$ cat config.mk
export PLATFORM = sky130hd
export DESIGN_NAME = payload_router
export DESIGN_NICKNAME = d
export VERILOG_FILES = /design/src/rtl/payload_router.sv
export SDC_FILE = /design/constraint.sdc
export NUM_CORES = 1
export LEC_CHECK = 0
export CORE_ASPECT_RATIO = 1.1
export CORE_MARGIN = 3
export CORE_UTILIZATION = 41
export CTS_BUF_LIST = sky130_fd_sc_hd__clkbuf_8
export CTS_CLUSTER_DIAMETER = 30
export DETAILED_ROUTE_END_ITERATION = 12
export HOLD_SLACK_MARGIN = 0.05
export PLACE_DENSITY = 0.63
export SYNTH_ARGS = -nofsm -noshare
export SYNTH_HDL_FRONTEND = slang
export SYNTH_SLANG_ARGS = --single-unit
export TNS_END_PERCENT = 5
$ cat constraint.sdc
create_clock -name clock -period 3 [get_ports clock]
set_input_delay 0.75 -clock clock [delete_from_list [all_inputs] [get_ports clock]]
set_output_delay 0.75 -clock clock [all_outputs]
set_load 0.05 [all_outputs]
$ cat src/rtl/payload_router.sv
// Payload router: strips the 4-byte packet header and steers payload bytes to
// one of two packet RAM write ports, reporting length/type/error at packet end.
module payload_router #(
    parameter int ADDR_W = 8
) (
    input  logic              clock,
    input  logic              aclr,
    input  logic [7:0]        datain,
    input  logic              ena,
    input  logic              is_type_1,
    input  logic              is_type_2,
    output logic [7:0]        wr_data,
    output logic [ADDR_W-1:0] wr_addr,
    output logic              wr_en_1,
    output logic              wr_en_2,
    output logic              pkt_done,
    output logic [ADDR_W:0]   pkt_len,
    output logic [1:0]        pkt_type,
    output logic              pkt_err,
    output logic              pkt_ovf,
    output logic [1:0]        state_dbg
);

    // Handshake: ena qualifies datain every cycle (no backpressure); a write
    // strobe is a one-cycle valid for wr_data/wr_addr, pkt_done a one-cycle
    // valid for the held pkt_* status registers.

    typedef enum logic [1:0] {
        IDLE    = 2'd0,
        HEADER  = 2'd1,
        PAYLOAD = 2'd2,
        DROP    = 2'd3
    } state_t;

    localparam logic [ADDR_W:0] MAX_LEN = {1'b1, {ADDR_W{1'b0}}};

    state_t            state, state_n;
    logic [2:0]        hdr_cnt, hdr_cnt_n;
    logic [ADDR_W:0]   pay_cnt, pay_cnt_n;
    logic              sel, sel_n;
    logic              ovf_seen, ovf_seen_n;

    logic [7:0]        wr_data_n;
    logic [ADDR_W-1:0] wr_addr_n;
    logic              wr_en_1_n, wr_en_2_n;
    logic              pkt_done_n;
    logic [ADDR_W:0]   pkt_len_n;
    logic [1:0]        pkt_type_n;
    logic              pkt_err_n, pkt_ovf_n;

    assign state_dbg = state;

    always_ff @(posedge clock or posedge aclr) begin
        if (aclr) begin
            state    <= IDLE;
            hdr_cnt  <= '0;
            pay_cnt  <= '0;
            sel      <= 1'b0;
            ovf_seen <= 1'b0;
            wr_data  <= '0;
            wr_addr  <= '0;
            wr_en_1  <= 1'b0;
            wr_en_2  <= 1'b0;
            pkt_done <= 1'b0;
            pkt_len  <= '0;
            pkt_type <= '0;
            pkt_err  <= 1'b0;
            pkt_ovf  <= 1'b0;
        end else begin
            state    <= state_n;
            hdr_cnt  <= hdr_cnt_n;
            pay_cnt  <= pay_cnt_n;
            sel      <= sel_n;
            ovf_seen <= ovf_seen_n;
            wr_data  <= wr_data_n;
            wr_addr  <= wr_addr_n;
            wr_en_1  <= wr_en_1_n;
            wr_en_2  <= wr_en_2_n;
            pkt_done <= pkt_done_n;
            pkt_len  <= pkt_len_n;
            pkt_type <= pkt_type_n;
            pkt_err  <= pkt_err_n;
            pkt_ovf  <= pkt_ovf_n;
        end
    end

    always_comb begin
        state_n    = state;
        hdr_cnt_n  = hdr_cnt;
        pay_cnt_n  = pay_cnt;
        sel_n      = sel;
        ovf_seen_n = ovf_seen;
        wr_data_n  = wr_data;
        wr_addr_n  = wr_addr;
        wr_en_1_n  = 1'b0;
        wr_en_2_n  = 1'b0;
        pkt_done_n = 1'b0;
        pkt_len_n  = pkt_len;
        pkt_type_n = pkt_type;
        pkt_err_n  = pkt_err;
        pkt_ovf_n  = pkt_ovf;

        case (state)
            IDLE: begin
                if (ena) begin
                    state_n    = HEADER;
                    hdr_cnt_n  = 3'd1;
                    pay_cnt_n  = '0;
                    sel_n      = 1'b0;
                    ovf_seen_n = 1'b0;
                end
            end

            HEADER: begin
                if (!ena) begin
                    state_n    = IDLE;
                    pkt_done_n = 1'b1;
                    pkt_len_n  = '0;
                    pkt_type_n = 2'b00;
                    pkt_err_n  = 1'b1;
                    pkt_ovf_n  = 1'b0;
                end else if (hdr_cnt == 3'd4) begin
                    // Byte index 4: the only cycle the decoder flags are sampled.
                    if (is_type_1 != is_type_2) begin
                        state_n   = PAYLOAD;
                        sel_n     = is_type_2;
                        wr_data_n = datain;
                        wr_addr_n = '0;
                        wr_en_1_n = is_type_1;
                        wr_en_2_n = is_type_2;
                        pay_cnt_n = {{ADDR_W{1'b0}}, 1'b1};
                    end else begin
                        state_n = DROP;
                    end
                end else begin
                    hdr_cnt_n = hdr_cnt + 3'd1;
                end
            end

            PAYLOAD: begin
                if (!ena) begin
                    state_n    = IDLE;
                    pkt_done_n = 1'b1;
                    pkt_len_n  = pay_cnt;
                    pkt_type_n = sel ? 2'b10 : 2'b01;
                    pkt_err_n  = ovf_seen;
                    pkt_ovf_n  = ovf_seen;
                end else if (pay_cnt != MAX_LEN) begin
                    wr_data_n = datain;
                    wr_addr_n = pay_cnt[ADDR_W-1:0];
                    wr_en_1_n = ~sel;
                    wr_en_2_n = sel;
                    pay_cnt_n = pay_cnt + 1'b1;
                end else begin
                    // Count holds at MAX_LEN so it never wraps into valid addresses.
                    ovf_seen_n = 1'b1;
                end
            end

            DROP: begin
                if (!ena) begin
                    state_n    = IDLE;
                    pkt_done_n = 1'b1;
                    pkt_len_n  = '0;
                    pkt_type_n = 2'b00;
                    pkt_err_n  = 1'b1;
                    pkt_ovf_n  = 1'b0;
                end
            end

            default: state_n = IDLE;
        endcase
    end

endmodule

==> results by group <==
Run status
  • Status: finished, final reports clean

STA
  • Fin crit period: 2.56 ns
  • Skew final: 0.00319 ns
  • Worst hold margin: 0.468 ns
  • RSZ-0062 raised after global routing: false
  • Final period util: 0.854
  • Slew HR: 0.552
  • Setup ws final: 0.437 ns
  • Setup TNS Final: 0 ns
  • Final setup violation count: 0
  • Max Slew Vio Count: 0
  • Final hold viol count: 0
  • Fmax: 390 MHz
  • Worst-Margin Slew: 0.669 ns

Setup path
  • R2r setup slk: 0.69 ns
  • CP cell instances: clkdlybuf4s50_1, inv_1, ha_1, nand3b_1, a221o_1, or3_1, o31ai_1
  • Crit path launch type: input port
  • Setup CP Type: input port to flop
  • Worst path max stage delay: 0.48 ns
  • Crit path arrival time: 2.77 ns
  • Largest fanout on the critical path: 3
  • Reg2reg start: state_dbg[0]
  • Reg2Reg Capture Point: pay_cnt[4]
  • Required time of the critical path: 3.21 ns
  • Critical path capture point type: flop
  • Crit path max-delay cell type: clkdlybuf4s50_1
  • FF-to-FF path depth: 6

Clock network
  • CTS buffer count: 5
  • Clock slew at reported path FFs: 0.08 ns
  • TritonCTS clock tree: built
  • Post-cts hold buffer count: 0
  • Post-CTS Setup Inserts: 0
  • Insertion delay to the later sink of the worst-skew pair: 0.29 ns
  • CTS-repair resized insts: 0
  • Clock buffer depth: 2
  • Htree depth: 2
  • Root Buffer: clkbuf_8
  • Clk sink count: 48

Yosys
  • Synth Flop Type: dfrtp_1
  • Seq/Total Area, Yosys: 0.499
  • Post-synth cell types: 44
  • Syn. warnings: 0
  • Synth Area in XOR/XNOR: 0
  • EDFF count, synth: 0
  • Synth Area in Adders: 0.0572
  • Synthesized area: 2410 um^2
  • Largest family of logic cells by synthesized area: simple AND/OR/NAND/NOR gates
  • Complex-gate fraction of the synthesized area: 0.144
  • Synth Net Count: 268
  • Register bit total from synthesis: 48
  • Ys async rst share: 1.00
  • Multiplexer share of the synthesized area: 0.0593
  • Post-Synth Simple-Gate Area: 0.188
  • Mean area per synthesized cell: 9.86 um^2
  • Synthesized netlist cell count: 244

Pwr
  • VDD IR max: 0.512 mV
  • Pwr dens: 818 nW/um^2
  • Leakage Power: 1.43 nW

Routing
  • Initial DRT Pass Iterations: 4
  • Via count: 1,943
  • Final wirelength: 5260 um
  • Residual DRC: 0
  • Via/cell ratio: 5.27
  • WL/cell: 14.2 um
  • Initial drt markers: 111
  • Detail Route Antenna Nets: 0

Global route
  • GR Overflow Total: 0
  • Vias in the first global route: 1,928
  • First-pass GRT wire length: 9160 um
  • GR Util met2: 0.290
  • Met3 Resource Use GR: 0.0291
  • Largest net degree at the start of global routing: 27
  • GRT Resource Usage Total: 0.168
  • GR peak layer: met2
  • Initial antenna violation count: 0
  • Met1 GRT Util: 0.218

Place
  • Post-place setup slack: 0.122 ns
  • GP Congestion: 0.861
  • Post-DP HPWL: 3900 um
  • Port bufs: 46
  • Placed cells: 361

Floorplanning
  • Core area: 5540 um^2
  • Die ar.: 6820 um^2
  • Io pins: 47
  • Die Span Y: 86.3 um
  • Initial Util: 0.435
  • Die W: 79.0 um
  • Cell row count: 28

Min path
  • Worst Hold Endpoint: pkt_len[2]
  • Worst min path class: flop to flop
  • Hold depth: 2
  • Hold_sp: pkt_len[2]

Final layout
  • # diodes: 0
  • Final Non-Filler Cells: 369
  • Most frequent cells in the layout: 48 x dfrtp_1, 46 x clkdlybuf4s50_1, 37 x nand2_1
  • Layout cell share with drive strength beyond 1: 0.109
  • Area delta synth->final: 28.0%
  • Most common cell after layout, fill and taps aside: dfrtp_1
  • Fin nets: 317

Job
  • Max-capacitance violation count: 0
routing by layer:
| layer | wire (um) | part of all wire |
|---|---|---|
| met5 | 0 | 0 |
| met4 | 61 | 0.012 |
| met3 | 147 | 0.028 |
| met2 | 2600 | 0.49 |
| met1 | 2450 | 0.47 |
final cells by class:
type	instances	area, um^2
multi-input combinational	165	1080
clock inverter	2	7.51
timing repair buffer	57	556
tap	75	93.8
sequential	48	1200
fill	549	2450
inverter	16	60.1
clock buffer	6	82.6
Yosys cell counts (5+ instances only):
library cell,number,area share
nand4_1,7,0.018
nor2_1,7,0.011
ha_1,11,0.057
nor3_1,5,0.010
dfrtp_1,48,0.50
inv_1,16,0.025
mux2_2,10,0.047
a21oi_1,8,0.017
nand2_1,37,0.058
nand3_1,19,0.040
o21ai_0,11,0.023
clkbuf_1,13,0.020
stage by stage:
step / power (mW) / util / cell area, um^2
2_1_floorplan: 1.76 / - / 2410
3_3_place_gp: 2.15 / 0.540 / 2990
3_5_place_dp: 2.16 / 0.540 / 2990
4_1_cts: 2.55 / 0.557 / 3080
5_1_grt: 2.70 / 0.557 / 3080
6_report: 2.52 / 0.557 / 3080
report_power, final:
part / switching (mW) / internal [mW] / leakage [nW] / total, mW
Combinational: 0.809 / 0.467 / 0.740 / 1.28
Sequential: 0.0906 / 0.771 / 0.638 / 0.862
Clock: 0.200 / 0.181 / 0.0538 / 0.382
Total: 1.10 / 1.42 / 1.43 / 2.52
flip-flops by register name, indices dropped and copies added (netlist names), 2 cells and up:
name and flops:
pay_cnt 9, pkt_len 9, wr_addr 8, wr_data 8
hdr_cnt 3, pkt_type 2, state_dbg 2
worst max-delay path, delay by kind of cell:
family | cells | cell delay, ns
compound gates | 2 | 0.62
simple gates | 2 | 0.58
buf+inv | 2 | 0.53
fa+ha+maj | 1 | 0.29
cell families after synthesis:
| group | count (synthesis) |
|---|---|
| AND/OR/NAND/NOR | 92 |
| AO/OA/AOI/OAI | 49 |
| flip-flops | 48 |
| buffers and inverters | 31 |
| multiplexers | 13 |
| adder cells (fa/ha/maj) | 11 |
worst max-delay path by stage:
stage / cells after the start / slack [ns] / start / endpoint
after detailed placement: 7 / 0.12 / is_type_1 / pay_cnt[4]
after floorplan: 7 / 0.38 / state_dbg[1] / pay_cnt[4]
after CTS: 7 / 0.45 / is_type_1 / pay_cnt[4]
after global placement: 8 / 0.13 / is_type_1 / pay_cnt[7]
final: 7 / 0.44 / is_type_1 / pay_cnt[4]
after global routing: 8 / 0.25 / is_type_1 / pay_cnt[7]
(Power assumes the default switching activity.)
